## src/rtl/jk_exc_driver_if.sv

```systemverilog
// Command handshake bundle for jk_exc_driver: the requester drives an op with its
// operands and the driver answers with cmd_ready.
interface jk_exc_driver_if #(
  parameter int W  = 4,
  parameter int CW = 8
);
  logic          cmd_valid;
  logic          cmd_ready;
  logic [1:0]    cmd_op;
  logic [W-1:0]  cmd_data;
  logic [CW-1:0] cmd_cnt;

  modport master (output cmd_valid, cmd_op, cmd_data, cmd_cnt, input cmd_ready);
  modport slave  (input cmd_valid, cmd_op, cmd_data, cmd_cnt, output cmd_ready);
endinterface

```

## src/rtl/jk_exc_driver.sv

```systemverilog
// J/K excitation driver for an external bank of W JK flip-flops, tracking the bank in q_shadow.
// Define JK_TOGGLE_EXC_EN to drive every changing bit with J=K=1 instead of set/reset encoding.
module jk_exc_driver #(
  parameter int W  = 4,
  parameter int CW = 8
) (
  input  logic           clk,
  input  logic           rest_n,
  jk_exc_driver_if.slave cmd,
  output logic [W-1:0]   j,
  output logic [W-1:0]   k,
  output logic [W-1:0]   q_shadow,
  output logic           busy,
  output logic           done
);

  typedef enum logic {IDLE, RUN} state_t;

  localparam logic [1:0] OP_NOP  = 2'b00;
  localparam logic [1:0] OP_LOAD = 2'b01;
  localparam logic [1:0] OP_UP   = 2'b10;
  localparam logic [1:0] OP_DOWN = 2'b11;

  state_t        state;
  logic [1:0]    op;
  logic [W-1:0]  target;
  logic [CW-1:0] remaining;
  logic [W-1:0]  nxt;
  logic [W-1:0]  diff;

  always_comb begin
    nxt = q_shadow;
    case (op)
      OP_LOAD: nxt = target;
      OP_UP:   nxt = q_shadow + W'(1);
      OP_DOWN: nxt = q_shadow - W'(1);
      default: nxt = q_shadow;
    endcase
  end

  // Only bits that actually change get any drive; everything else holds.
  assign diff = (state == RUN) ? (q_shadow ^ nxt) : '0;

`ifdef JK_TOGGLE_EXC_EN
  assign j = diff;
  assign k = diff;
`else
  assign j = diff & nxt;
  assign k = diff & q_shadow;
`endif

  assign cmd.cmd_ready = (state == IDLE);
  assign busy          = (state == RUN);

  always_ff @(posedge clk or negedge rest_n) begin
    if (!rest_n) begin
      state     <= IDLE;
      op        <= OP_NOP;
      target    <= '0;
      remaining <= '0;
      q_shadow  <= '0;
      done      <= 1'b0;
    end else begin
      done <= 1'b0;
      case (state)
        IDLE: begin
          if (cmd.cmd_valid) begin
            op <= cmd.cmd_op;
            case (cmd.cmd_op)
              OP_NOP: done <= 1'b1;
              OP_LOAD: begin
                target    <= cmd.cmd_data;
                remaining <= CW'(1);
                state     <= RUN;
              end
              default: begin
                // A zero-length count completes immediately without touching the bank.
                if (cmd.cmd_cnt == '0) begin
                  done <= 1'b1;
                end else begin
                  remaining <= cmd.cmd_cnt;
                  state     <= RUN;
                end
              end
            endcase
          end
        end
        RUN: begin
          q_shadow  <= nxt;
          remaining <= remaining - CW'(1);
          if (remaining == CW'(1)) begin
            state <= IDLE;
            done  <= 1'b1;
          end
        end
        default: state <= IDLE;
      endcase
    end
  end

endmodule
```

## src/flat_wrapper.sv

```systemverilog
// flat-port wrapper written by rule: the top's interface ports become plain ports
module jk_exc_driver_flat 
#(
  parameter int W  = 4,
  parameter int CW = 8
)
  (clk, rest_n, j, k, q_shadow, busy, done, cmd_cmd_valid, cmd_cmd_op, cmd_cmd_data, cmd_cmd_cnt, cmd_cmd_ready);
  jk_exc_driver_if #(.W(W), .CW(CW)) cmd_i ();
  input  logic clk;
  input  logic rest_n;
  output logic [W-1:0] j;
  output logic [W-1:0] k;
  output logic [W-1:0] q_shadow;
  output logic busy;
  output logic done;
  input wire logic [$bits(cmd_i.cmd_valid)-1:0] cmd_cmd_valid;
  input wire logic [$bits(cmd_i.cmd_op)-1:0] cmd_cmd_op;
  input wire logic [$bits(cmd_i.cmd_data)-1:0] cmd_cmd_data;
  input wire logic [$bits(cmd_i.cmd_cnt)-1:0] cmd_cmd_cnt;
  output wire logic [$bits(cmd_i.cmd_ready)-1:0] cmd_cmd_ready;
  assign cmd_i.cmd_valid = cmd_cmd_valid;
  assign cmd_i.cmd_op = cmd_cmd_op;
  assign cmd_i.cmd_data = cmd_cmd_data;
  assign cmd_i.cmd_cnt = cmd_cmd_cnt;
  assign cmd_cmd_ready = cmd_i.cmd_ready;
  jk_exc_driver #(.W(W), .CW(CW)) u_core (.clk(clk), .rest_n(rest_n), .cmd(cmd_i), .j(j), .k(k), .q_shadow(q_shadow), .busy(busy), .done(done));
endmodule
```

## config.mk

```make
export PLATFORM = sky130hd
export DESIGN_NAME = jk_exc_driver_flat
export DESIGN_NICKNAME = d
export VERILOG_FILES = /design/src/rtl/jk_exc_driver_if.sv /design/src/rtl/jk_exc_driver.sv /design/src/flat_wrapper.sv
export SDC_FILE = /design/constraint.sdc
export NUM_CORES = 1
export LEC_CHECK = 0
export CORE_MARGIN = 2
export CORE_UTILIZATION = 48
export CTS_CLUSTER_SIZE = 40
export DETAILED_ROUTE_END_ITERATION = 12
export PLACE_DENSITY = 0.86
export SYNTH_ARGS = -nofsm -noshare
export SYNTH_HDL_FRONTEND = slang
export SYNTH_SLANG_ARGS = --single-unit
```

## constraint.sdc

```tcl
create_clock -name clk -period 2.8 [get_ports clk]
set_input_delay 0.7 -clock clk [delete_from_list [all_inputs] [get_ports clk]]
set_output_delay 0.7 -clock clk [all_outputs]
set_load 0.05 [all_outputs]
```

==> results by group, run 1 <==
Detailed routing
  – Initial DRC Count: 39
  – Highest metal used: met4
  – Routed met1 length: 1250 um
  – Wire length on met2: 1670 um
  – # DRC: 0
  – Final WL: ~3100 um
  – Number of routed nets with antenna violations: 0
  – Total number of vias: approximately 1200
  – DR vias/cell: ~6
  – Detailed Routing Iterations Pass 1: 4
  – Routed length on met3: about 150 um
  – Routed length per instance: between 15 and 20 um

Clock network
  – TritonCTS clock tree: built
  – Clock sink count: 20
  – CTS buffer count: 3
  – Reg clk slew, reported paths: 110 ps
  – Worst-Skew Late Latency: approximately 300 ps
  – H-tree depth: 1
  – Clk root buf: clkbuf_4
  – Max clock buf depth: 2
  – Hold-fix buffers at CTS: 0

Layout
  – Design Area, Final: approximately 1700 sq um
  – Non-Filler Instances: a little over 200
  – Antenna cells: 0
  – Synthesis-to-finish area growth: 34.1%
  – Fillers: 189
  – Commonest non-fill, non-tap cell in the layout: clkdlybuf4s50_1
  – Fin nets: between 150 and 200
  – Share of cells above drive strength 1: 0.184
  – Most frequent cells in the layout: clkdlybuf4s50_1 (22), dfrtp_1 (20), nand2_1 (17)

Timing
  – Endpoints failing hold: 0
  – Unrepaired setup endpoints after global routing: false
  – Min Tclk post-route: approximately 2700 ps
  – Slew Limit Fails: 0
  – Clock Skew: around 9 ps
  – Fmax: 372 MHz
  – Final period util: 0.961
  – Hold WS: ~530 ps
  – Setup-failing EPs final: 0
  – Worst slew pin tran: about 540 ps
  – Slew margin rel.: 0.634

Global routing
  – Gr ovfl total: 0
  – Vias in the first global route: between 1000 and 1500
  – Largest net degree at the start of global routing: 22
  – GRT Total Usage: 0.206
  – First-pass GRT wire length: 5190 um
  – Initial antenna violation count: 0

Synthesis
  – Post-synthesis compound-gate area fraction: 0.194
  – Syn nets: around 160
  – Post-synthesis cell type count: 44
  – Synth Area in Simple Gates: 0.234
  – Seq/Total Area, Yosys: 0.390
  – Synth warn: 0
  – Multiplexer area fraction after synthesis: 0.0693
  – Avg Cell Area, Syn: 8.97 sq um
  – Synth Register Bits: 20
  – Cell Area, Synth: about 1300 sq um
  – Mapped Cells: ~140
  – Synth Area in Adders: 0.0293
  – XOR/XNOR share of the synthesized area: 0.0273
  – Main combinational cell family by area after synthesis: simple AND/OR/NAND/NOR gates

Die
  – Starting Density: 0.513
  – Die area: 3100 sq um
  – Die Y: around 56 um
  – Die Wd: 55.7 um
  – FP Rows: 18
  – # IOs: 32
  – Core Region: about 2500 sq um

Setup path
  – Crit-path max FO: 11
  – Crit path DAT: just under 2000 ps
  – CP max-delay cell: or4b_1
  – Endpoint class of the critical path: primary output
  – Worst endpoint required time: around 2100 ps
  – CP max stage delay: roughly 570 ps
  – Setup CP Type: reg -> out
  – Cells along the critical path: or4b_1, o21ai_2, nand2_2, a211oi_2, buf_12
  – CP Launch Type: flip-flop
  – Crit path buffers/inverters: 1
  – CP top delay family: simple AND/OR/NAND/NOR gates

Min path
  – Worst min-delay path category: reg -> reg

Power
  – Leakage: ~0.72 nW
  – Sw Ratio: 0.485
  – Power Total: ~0.0022 W
  – Internal power: ~0.0011 W
  – Clock power frac: 0.063
  – Max VDD drop: ~1.2 mV
  – Seq pwr share: 0.269
  – Pwr/cell area: between 1000 and 1500 nW/um^2
  – Combinational Power Share: 0.668
  – Switch Pwr: roughly 0.0010 W

Place
  – Area post-placement: approximately 1700 sq um
  – Detail Placement HPWL: 2380 um
  – Placed Cells: ~200
  – PortBufs: 31
  – Placer Congestion: 0.898

Job
  – Max cap viols: 0

Status
  – Outcome: completed
==> worst paths after layout <==
check                                         from                   to  slack [ps]  cells after the start
worst max-delay path            u_core.q_shadow[2]                 j[3]         110                      5
worst min-delay path              u_core.target[2]     u_core.target[2]         530                      1
worst max register to register         u_core.busy     u_core.target[0]         930                      4
worst min register to register    u_core.target[2]     u_core.target[2]         530                      1
max in group asynchronous                   rest_n  u_core.remaining[0]        1840                      2
min in group asynchronous                   rest_n   u_core.q_shadow[2]         740                      2
==> registers in the layout, summed over array words and instances (netlist names) <==
signal            count
u_core.done           1
u_core.busy           1
u_core.op             2
u_core.remaining      8
u_core.q_shadow       4
u_core.target         4
==> cell usage after synthesis (all sizes together) <==
| master | n | area [sq um] |
|---|---|---|
| dfrtp | 20 | 500 |
| nand2 | 18 | 70.1 |
| a21oi | 12 | 63.8 |
| nor2 | 9 | 33.8 |
| o21ai | 9 | 48.8 |
| mux2 | 7 | 78.8 |
| buf | 6 | 41.3 |
| inv | 6 | 22.5 |
| nor3 | 6 | 30.0 |
| nand3 | 5 | 25.0 |
| and3 | 4 | 30.0 |
| nor2b | 4 | 25.0 |
| ha | 3 | 37.5 |
| nor3b | 3 | 22.5 |
| nor4 | 3 | 25.0 |
| o22ai | 3 | 18.8 |
| xnor2 | 3 | 26.3 |
| a221o | 2 | 20.0 |
| clkbuf | 2 | 7.51 |
| nand2b | 2 | 12.5 |
| a211oi | 1 | 12.5 |
| a21o | 1 | 7.51 |
| a222oi | 1 | 10.0 |
| a22oi | 1 | 7.51 |
| a31oi | 1 | 6.26 |
| a32oi | 1 | 8.76 |
| and4 | 1 | 8.76 |
| mux2i | 1 | 10.0 |
| nand3b | 1 | 7.51 |
| o211ai | 1 | 7.51 |
| o2bb2a | 1 | 10.0 |
| o31a | 1 | 8.76 |
| o32a | 1 | 10.0 |
| o32ai | 1 | 8.76 |
| or4b | 1 | 10.0 |
| xor2 | 1 | 8.76 |
==> layer usage <==
layer	global-route usage	vias up
met5	0	-
met4	0.0767	0
met3	0.0233	6
met2	0.379	49
met1	0.242	587
li1	-	588
==> what timing repair did <==
item,CTS,global route
resized for setup,0,1
setup endpoints to repair,0,1
setup buffers,0,0
==> cell type report <==
| type | instances | area, sq um | share of cell area |
|---|---|---|---|
| inverters | 6 | 22.5 | 0.0131 |
| repair buffers | 36 | 413 | 0.240 |
| multi-input cells | 109 | 724 | 0.421 |
| clock buffers | 3 | 22.5 | 0.0131 |
| well taps | 30 | 37.5 | 0.0218 |
| flip-flops and latches | 20 | 500 | 0.291 |
==> cells by family (layout without fill, tap and decap cells) <==
kind of cell,Yosys count,after routing
xor+xnor,4,4
compound gates,37,37
flops,20,20
simple gates,57,57
mux,8,8
buf+inv,14,45
fa+ha+maj,3,3
==> metrics by stage <==
stage / setup TNS [ps] / setup WS, ps / util
2_1_floorplan: -758 / -345 / -
4_1_cts: 0 / 106 / 0.686
3_3_place_gp: 0 / 431 / 0.677
6_report: 0 / 109 / 0.688
3_5_place_dp: 0 / 384 / 0.677
5_1_grt: 0 / 8.48 / 0.688
==> power groups by stage <==
| stage | logic [W] | registers, W | clock network, W |
|---|---|---|---|
| floorplan | 0.000889 | 0.000621 | 0 |
| global placement | 0.00140 | 0.000569 | 0 |
| detailed placement | 0.00143 | 0.000582 | 0 |
| CTS | 0.00144 | 0.000576 | 0.000136 |
| global route | 0.00154 | 0.000603 | 0.000151 |
| finish | 0.00144 | 0.000580 | 0.000136 |
(Power assumes the default switching activity.)
==> run 2, diff against run 1 <==
Settings changed: SLEW_MARGIN set to 40.
==> results of run 2 <==
The final DEF is identical to that of run 1; final timing and power are the same.
==> run 3, diff against run 2 <==
Settings changed: ABC_CLOCK_PERIOD_IN_PS set to 2800.
==> results of run 3 <==
The final DEF is identical to that of run 1; final timing and power are the same.
